File: src/rtl/funcmon_pkg.sv
// Shared constants and record sizing for the function-monitor timestamp blocks.
// Pure declarations: no latency, no flow control.
package funcmon_pkg;
    localparam int N_CNT_DEF = 64;
    localparam int N_drop    = 16;

    // Record layout is {id, ts}, id in the upper bits.
    function automatic int rec_width(input int n_id, input int n_cnt);
        return n_id + n_cnt;
    endfunction
endpackage

File: src/rtl/ts_fifo.sv
// Generic show-ahead synchronous FIFO; dout shows the head combinationally, push lands next cycle.
// Push is ignored when full, pop is ignored when empty; level is a separate counter.
module ts_fifo #(
    parameter int WIDTH = 8,
    parameter int DEPTH = 16,
    parameter int AW    = $clog2(DEPTH)
) (
    input  logic             clock,
    input  logic             reset_n,
    input  logic             push,
    input  logic [WIDTH-1:0] din,
    input  logic             pop,
    output logic [WIDTH-1:0] dout,
    output logic [AW:0]      level,
    output logic             full,
    output logic             empty
);
    logic [WIDTH-1:0] mem [DEPTH];
    logic [AW-1:0]    wr_ptr;
    logic [AW-1:0]    rd_ptr;
    logic             push_ok;
    logic             pop_ok;

    assign full    = (level == (AW+1)'(DEPTH));
    assign empty   = (level == '0);
    assign push_ok = push & ~full;
    assign pop_ok  = pop & ~empty;
    assign dout    = mem[rd_ptr];

    always_ff @(posedge clock) begin
        if (push_ok) begin
            mem[wr_ptr] <= din;
        end
    end

    always_ff @(posedge clock or negedge reset_n) begin
        if (!reset_n) begin
            wr_ptr <= '0;
            rd_ptr <= '0;
            level  <= '0;
        end else begin
            if (push_ok) wr_ptr <= wr_ptr + 1'b1;
            if (pop_ok)  rd_ptr <= rd_ptr + 1'b1;
            case ({push_ok, pop_ok})
                2'b10:   level <= level + 1'b1;
                2'b01:   level <= level - 1'b1;
                default: level <= level;
            endcase
        end
    end
endmodule

File: src/rtl/event_timestamp_fifo.sv
// Timestamps rising edges per channel, arbitrates lowest pending channel into a show-ahead FIFO.
// Edge at k -> FIFO write at k+1; a full FIFO stalls pending records, repeat edges while pending are dropped and counted.
module event_timestamp_fifo
    import funcmon_pkg::*;
#(
    parameter int N_cnt = N_CNT_DEF,
    parameter int N_ch  = 4,
    parameter int DEPTH = 16,
    parameter int N_id  = $clog2(N_ch)
) (
    input  logic                     clock,
    input  logic                     reset_n,
    input  logic [N_ch-1:0]          ev_in,
    input  logic [N_cnt-1:0]         timestamp,
    output logic                     out_valid,
    input  logic                     out_ready,
    output logic [N_id-1:0]          out_id,
    output logic [N_cnt-1:0]         out_ts,
    output logic [$clog2(DEPTH):0]   level,
    output logic                     overflow,
    output logic [N_drop-1:0]        drop_cnt,
    input  logic                     clear_overflow
);
    localparam int REC_W = rec_width(N_id, N_cnt);

    logic [N_ch-1:0]  ev_q;
    logic [N_ch-1:0]  pend;
    logic [N_cnt-1:0] ts_hold [N_ch];
    logic [N_ch-1:0]  rise;
    logic [N_ch-1:0]  gnt_oh;
    logic [N_ch-1:0]  drop_vec;
    logic [N_id-1:0]  gnt_idx;
    logic             wr_en;
    logic             full;
    logic             empty;
    logic [REC_W-1:0] din;
    logic [REC_W-1:0] dout;
    logic [N_drop:0]  drop_sum;
    logic [N_drop-1:0] drop_nxt;

    assign rise  = ev_in & ~ev_q;
    assign wr_en = (|pend) & ~full;

    // Descending scan so the lowest pending index wins.
    always_comb begin
        gnt_idx = '0;
        for (int c = N_ch - 1; c >= 0; c--) begin
            if (pend[c]) gnt_idx = N_id'(c);
        end
        gnt_oh = '0;
        if (wr_en) gnt_oh[gnt_idx] = 1'b1;
    end

    // A rise on the channel being written this cycle is re-captured, not dropped.
    assign drop_vec = rise & pend & ~gnt_oh;

    always_comb begin
        drop_sum = {1'b0, (clear_overflow ? {N_drop{1'b0}} : drop_cnt)};
        for (int c = 0; c < N_ch; c++) begin
            drop_sum = drop_sum + (N_drop+1)'(drop_vec[c]);
        end
        drop_nxt = drop_sum[N_drop] ? {N_drop{1'b1}} : drop_sum[N_drop-1:0];
    end

    assign din = {gnt_idx, ts_hold[gnt_idx]};

    always_ff @(posedge clock or negedge reset_n) begin
        if (!reset_n) begin
            ev_q     <= '0;
            pend     <= '0;
            overflow <= 1'b0;
            drop_cnt <= '0;
            for (int c = 0; c < N_ch; c++) ts_hold[c] <= '0;
        end else begin
            ev_q     <= ev_in;
            drop_cnt <= drop_nxt;
            overflow <= (overflow & ~clear_overflow) | (|drop_vec);
            for (int c = 0; c < N_ch; c++) begin
                if (rise[c] && (!pend[c] || gnt_oh[c])) begin
                    pend[c]    <= 1'b1;
                    ts_hold[c] <= timestamp;
                end else if (gnt_oh[c]) begin
                    pend[c] <= 1'b0;
                end
            end
        end
    end

    ts_fifo #(
        .WIDTH (REC_W),
        .DEPTH (DEPTH)
    ) u_fifo (
        .clock   (clock),
        .reset_n (reset_n),
        .push    (wr_en),
        .din     (din),
        .pop     (out_ready),
        .dout    (dout),
        .level   (level),
        .full    (full),
        .empty   (empty)
    );

    assign out_valid = ~empty;
    assign out_id    = dout[REC_W-1 -: N_id];
    assign out_ts    = dout[N_cnt-1:0];
endmodule

File: config.mk
export PLATFORM = sky130hd
export DESIGN_NAME = event_timestamp_fifo
export DESIGN_NICKNAME = d
export VERILOG_FILES = /design/src/rtl/funcmon_pkg.sv /design/src/rtl/ts_fifo.sv /design/src/rtl/event_timestamp_fifo.sv
export SDC_FILE = /design/constraint.sdc
export NUM_CORES = 1
export LEC_CHECK = 0
export BUFFER_PORTS_ARGS = -buffer_cell sky130_fd_sc_hd__buf_2
export CAP_MARGIN = 20
export CORE_ASPECT_RATIO = 0.75
export CORE_MARGIN = 2
export CORE_UTILIZATION = 55
export CTS_CLUSTER_SIZE = 12
export DETAILED_ROUTE_END_ITERATION = 7
export PLACE_DENSITY = 0.82
export SLEW_MARGIN = 30
export SYNTH_ARGS = -nofsm -noshare
export SYNTH_HDL_FRONTEND = slang
export SYNTH_HIERARCHICAL = 1
export SYNTH_SLANG_ARGS = --single-unit
File: constraint.sdc
create_clock -name clock -period 9.25 [get_ports clock]
set_input_delay 1.85 -clock clock [delete_from_list [all_inputs] [get_ports clock]]
set_output_delay 1.85 -clock clock [all_outputs]
set_load 0.01 [all_outputs]
==> results.json, run 1 <==
{
  "yosysSeqAreaShare_pct": 72.4,
  "postSynthAreaPerCell_um2": 18.2,
  "clock-sinks": 1350,
  "cp_max_fo": 92,
  "final_hold_viol_count": 0,
  "ant_nets": 0,
  "grt.met1_usage_pct": 35.7,
  "path_common_cell": "buf_12",
  "power_density_nw_per_um2": 337,
  "clock_latency_ns": 0.74,
  "htreeDepth": 4,
  "cts.reportedPaths.clkPinSlew_ns": 0.06,
  "yosysTopAreaCell": "edfxtp_1",
  "ys_ff_latch": 1350,
  "drt-initial-drc-count": 3947,
  "max_slew_margin_pct": 29.4,
  "finalCritPeriodShare_pct": 65.2,
  "cts_hold_buffers": 0,
  "cts_tree": "built",
  "wl_per_cell_um": 27.5,
  "grt_pass1_wl_um": 189000,
  "slowest_stage": "dfrtp_4",
  "cts_made_buffers": 132,
  "critPathArrivalTime_ns": 4.18,
  "yosys_warnings": 6,
  "core_um2": 97200,
  "syn-cell-area_um2": 54000,
  "drcViolationCount": 0,
  "synthTopCellsByArea": "edfxtp_1, dfrtp_1, mux4_2",
  "die-area_um2": 101000,
  "met2_usage_pct": 39.1,
  "setup_ws_ns": 3.22,
  "utilization_pct": 62.0,
  "cts-resized-gates": 0,
  "path_buf_inv": 4,
  "die_x_um": 366,
  "die_height_um": 275,
  "grtUsageMet3_pct": 5.41,
  "async_reset_ff_share_pct": 21.8,
  "maxSlewViolCount": 0,
  "synth_commonest_cells": "edfxtp_1, dfrtp_1, nand2_1, mux2_2, mux2i_1",
  "nNetsFinal": 3225,
  "place.gp.congestion": 0.762,
  "path_class": "flop to output port",
  "synthCells": 2960,
  "min_period_ns": 6.03,
  "slowest_delay_ns": 0.81,
  "synth-main-ff-cell": "edfxtp_1",
  "synth_nets": 3047,
  "groute.usage.overall_pct": 25.1,
  "totalWireLength_um": 126000,
  "vias_per_cell": 6.37,
  "tightest_slew_ns": 1.06,
  "drv_cap": 0,
  "dp_hpwl_um": 68300,
  "grt_setup_unrepaired": "false",
  "synth_edf_count": 1056,
  "grt_overflow": 0,
  "fin_skew_ns": 0.0268,
  "end_kind": "output port",
  "ys_types": 55,
  "cts_setup_buffers": 0,
  "fin_setup_tns_ns": 0,
  "numPortBuffers": 160,
  "vias": 29000,
  "synth_most_common_cell": "edfxtp_1",
  "leakage_uw": 0.0219,
  "area.growth.synth_to_final_pct": 11.6,
  "start_kind": "flop",
  "cts-root-buf": "clkbuf_16",
  "synth_top_area_share_pct": 58.7,
  "start_util_pct": 55.5,
  "hp-class": "flop to flop",
  "critPathTopFamily": "buffers and inverters",
  "drive_gt1_share_pct": 27.1,
  "gr-max-usage-layer": "met2",
  "max-vdd-ir-drop_uv": 368,
  "path_cells": "buf_12 > buf_12 > buf_16 > mux2_2 > o21ai_0 > a21oi_1 > a22oi_1 > nand2_1 > buf_2",
  "grt_max_degree": 129,
  "firstDrtPassIters": 6,
  "max_freq_mhz": 166,
  "critPathRequiredTime_ns": 7.40,
  "ios": 161,
  "dp_slack_ns": 3.98,
  "first_global_vias": 29900,
  "grt_antenna_before_repair": 6,
  "status": "completed",
  "row_count": 99,
  "clock_path_buffers": 3,
  "finalSetupViolations": 0
}
report_power, final:
part           internal, uW  leakage [uW]  switching [uW]
clock network          2780       0.00187            2190
registers              8380        0.0131             548
logic                  2380       0.00691            4020
total                 13500        0.0219            6750
cells in the final DEF (no fill, tap or decap), drive strengths merged, types with 19 or more instances in the layout:
cell,count
edfxtp,1056
mux2,323
dfrtp,294
clkbuf,226
nand2,220
buf,217
mux2i,201
o21ai,145
mux4,132
a21oi,72
a22oi,66
a221oi,66
a222oi,64
inv,24
nor2,19
cell families after synthesis:
| kind of cell | share of synthesized area (%) |
|---|---|
| flops | 72.4 |
| compound gates | 5.61 |
| xor+xnor | 0.292 |
| buf+inv | 2.02 |
| mux | 16.8 |
| fa+ha+maj | 0.403 |
| simple gates | 2.50 |
metal layers:
layer  vias to the layer above  part of all wire, %  wire length, um
met4                         8                  2.7             3360
met5                         -                0.041               52
met2                      1599                   47            58500
li1                      12100                    -                -
met1                     15100                   40            50700
met3                       228                   10            12900
worst paths after layout:
check | start | to | slack [ns] | cells after the start
max | u_fifo/rd_ptr[0]$_DFFE_PN0P_ | out_ts[1] | 3.22 | 9
min | ts_hold[246]$_DFFE_PN0P_ | ts_hold[246]$_DFFE_PN0P_ | 0.50 | 1
max reg2reg | u_fifo/level[0]$_DFFE_PN0P_ | drop_cnt[4]$_DFF_PN0_ | 4.84 | 15
min reg2reg | ts_hold[246]$_DFFE_PN0P_ | ts_hold[246]$_DFFE_PN0P_ | 0.50 | 1
max in group asynchronous | reset_n | ts_hold[73]$_DFFE_PN0P_ | 6.80 | 2
min in group asynchronous | reset_n | ts_hold[172]$_DFFE_PN0P_ | 1.17 | 1
sequential cells by signal, summed over array words and instances (netlist names):
| signal | cells |
|---|---|
| ev_q | 4 |
| overflow | 1 |
| u_fifo/level | 5 |
| pend | 4 |
| u_fifo/wr_ptr | 4 |
| u_fifo/rd_ptr | 4 |
| drop_cnt | 16 |
| u_fifo/mem | 1056 |
| ts_hold | 256 |
final cells by class:
| type | instances | area [um2] |
|---|---|---|
| Antenna cell | 1 | 2.50 |
| Clock inverter | 13 | 134 |
| Inverter | 17 | 63.8 |
| Fill cell | 6570 | 37000 |
| Tap cell | 1313 | 1640 |
| Sequential cell | 1350 | 39100 |
| Multi-Input combinational cell | 1420 | 14000 |
| Timing Repair Buffer | 217 | 1520 |
| Clock buffer | 226 | 3780 |
metrics by stage:
stage                     power [uW]  hold WS (ns)  instances  instance area, um2
final                          20300         0.504       4557               60200
after global placement         15000         0.486       4304               56000
after CTS                      20300         0.506       4555               60200
after floorplan                13100         0.478       2960               54000
after detailed placement       15300         0.492       4316               56300
after global routing           21100         0.513       4556               60200
No activity file was read; power rests on OpenSTA's default activity.
==> run 2, diff against run 1 <==
- clock period: 9.25 -> 5.7 ns (I/O delays scaled with it)
==> results.json, run 2 (same netlist as run 1, synthesis figures left out) <==
{
  "final_common_cell": "edfxtp_1",
  "wl_per_cell_um": 27.5,
  "clock_path_buffers": 3,
  "die-area_um2": 101000,
  "switching_power_uw": 11000,
  "die_x_um": 366,
  "nNetsFinal": 3234,
  "grt_setup_unrepaired": "false",
  "place.gp.congestion": 0.761,
  "finalCritPeriodShare_pct": 85.6,
  "ant_nets": 0,
  "start_kind": "flop",
  "cts-resized-gates": 0,
  "fin_setup_tns_ns": 0,
  "cts-root-buf": "clkbuf_16",
  "cts_setup_buffers": 0,
  "cp-startpoint": "u_fifo/rd_ptr[2]$_DFFE_PN0P_",
  "cp_max_fo": 50,
  "drv_cap": 0,
  "grt_max_degree": 123,
  "final_hold_viol_count": 0,
  "htreeDepth": 4,
  "area.growth.synth_to_final_pct": 12.0,
  "grt_overflow": 0,
  "slowest_stage": "dfrtp_4",
  "cts.reportedPaths.clkPinSlew_ns": 0.06,
  "path_cells": "and2_4 > buf_4 > a221oi_1 > a22oi_1 > nand2_1 > buf_2",
  "utilization_pct": 62.2,
  "setup_ws_ns": 0.823,
  "dp_slack_ns": 1.45,
  "firstDrtPassIters": 8,
  "drive_gt1_share_pct": 27.4,
  "drt-initial-drc-count": 3566,
  "violations": "design-rule violations",
  "leakage_uw": 0.0220,
  "grt_pass1_wl_um": 188000,
  "tightest_slew_ns": 1.03,
  "mostFrequentLayoutCells": "edfxtp_1, dfrtp_1, nand2_1",
  "hp-class": "input port to asynchronous set/reset pin",
  "largest_reg_flops": 1056,
  "power_frac_clock_pct": 24.8,
  "top_regs": "u_fifo/mem x1056, ts_hold x256, drop_cnt x16",
  "max_freq_mhz": 205,
  "totalWireLength_um": 126000,
  "drcViolationCount": 8,
  "clock-sinks": 1350,
  "max_slew_margin_pct": 31.2,
  "status": "finished, violations left",
  "cts_hold_buffers": 0,
  "sw_frac_of_total_pct": 33.2,
  "path_class": "flop to output port",
  "critPathArrivalTime_ns": 3.74,
  "first_global_vias": 29800,
  "die_height_um": 275,
  "ios": 161,
  "r2r_cells": 15,
  "clock_latency_ns": 0.75,
  "critPathCapture": "out_ts[3]",
  "post_dp_cell_area_um2": 56400,
  "seqPwrFrac_pct": 43.8,
  "vias": 29200,
  "cts_tree": "built",
  "start_util_pct": 55.5,
  "dp_hpwl_um": 67600,
  "p_int_uw": 22100,
  "core_um2": 97200,
  "largest-register": "u_fifo/mem",
  "r2r_end": "drop_cnt[4]$_DFF_PN0_",
  "grt_antenna_before_repair": 4,
  "groute.usage.overall_pct": 24.9,
  "max-vdd-ir-drop_uv": 414,
  "numPortBuffers": 160,
  "min_period_ns": 4.88,
  "finalSetupViolations": 0,
  "slowest_delay_ns": 0.86,
  "fin_area_um2": 60500,
  "fin_skew_ns": 0.0298,
  "r2r_slack_ns": 1.46,
  "timing.rr.start": "u_fifo/level[0]$_DFFE_PN0P_",
  "combPwrFrac_pct": 31.4,
  "maxSlewViolCount": 0,
  "power_density_nw_per_um2": 548,
  "cts_made_buffers": 132,
  "row_count": 99,
  "critPathRequiredTime_ns": 4.56,
  "vias_per_cell": 6.39,
  "end_kind": "output port"
}
==> run 2: cell types whose count changed in the layout (fill, tap and decap cells not counted), sizes merged <==
cell    before  now
clkbuf     226  224
buf        217  226
inv         24   23
bufinv       0    2
clkinv       6    5
==> run 2: final cells by class <==
cell class / instances / area [um2]
fill: 6498 / 36800
sequential: 1350 / 39100
antenna: 1 / 2.50
clock buffer: 224 / 3800
multi-input combinational: 1420 / 14000
clock inverter: 13 / 180
tap: 1313 / 1640
inverter: 17 / 63.8
timing repair buffer: 226 / 1660
==> run 2: power by group through the flow <==
| stage | registers [uW] | logic [uW] | clock network (uW) |
|---|---|---|---|
| after floorplan | 14300 | 6980 | 0 |
| after global placement | 14500 | 9970 | 0 |
| after detailed placement | 14700 | 10300 | 0 |
| after CTS | 14500 | 10400 | 8320 |
| after global routing | 14700 | 11100 | 8690 |
| final | 14500 | 10400 | 8200 |
==> run 2: worst min path at each step <==
| stage | slack [ns] | cells past startpoint | startpoint | to |
|---|---|---|---|---|
| 2_1_floorplan | 0.48 | 1 | ts_hold[131]$_DFFE_PN0P_ | ts_hold[131]$_DFFE_PN0P_ |
| 3_3_place_gp | 0.49 | 1 | ts_hold[134]$_DFFE_PN0P_ | ts_hold[134]$_DFFE_PN0P_ |
| 3_5_place_dp | 0.49 | 1 | ts_hold[170]$_DFFE_PN0P_ | ts_hold[170]$_DFFE_PN0P_ |
| 4_1_cts | 0.32 | 1 | reset_n | ts_hold[40]$_DFFE_PN0P_ |
| 5_1_grt | 0.37 | 1 | reset_n | ts_hold[232]$_DFFE_PN0P_ |
| 6_report | 0.33 | 1 | reset_n | ts_hold[232]$_DFFE_PN0P_ |
==> run 2: layer usage <==
| layer | GRT usage, % | wire, um | share of wire (%) |
|---|---|---|---|
| met1 | 35.0 | 50300 | 40 |
| met4 | 7.89 | 2840 | 2.3 |
| met5 | 0 | 0 | 0 |
| met2 | 40.1 | 60000 | 48 |
| met3 | 4.82 | 12400 | 9.8 |
==> run 2: metrics by stage <==
| stage | total power [uW] | hold slack [ns] | std cells |
|---|---|---|---|
| finish | 33100 | 0.332 | 4564 |
| global route | 34400 | 0.366 | 4563 |
| CTS | 33200 | 0.321 | 4560 |
| detailed placement | 24900 | 0.492 | 4323 |
| global placement | 24500 | 0.486 | 4321 |
| floorplan | 21200 | 0.478 | 2960 |
==> run 2: worst max-delay path: cells and delay by family, from the launching register on <==
family	cells	cell delay, ns
simple gates	2	0.94
flops	1	0.86
buf+inv	2	0.75
compound gates	2	0.42
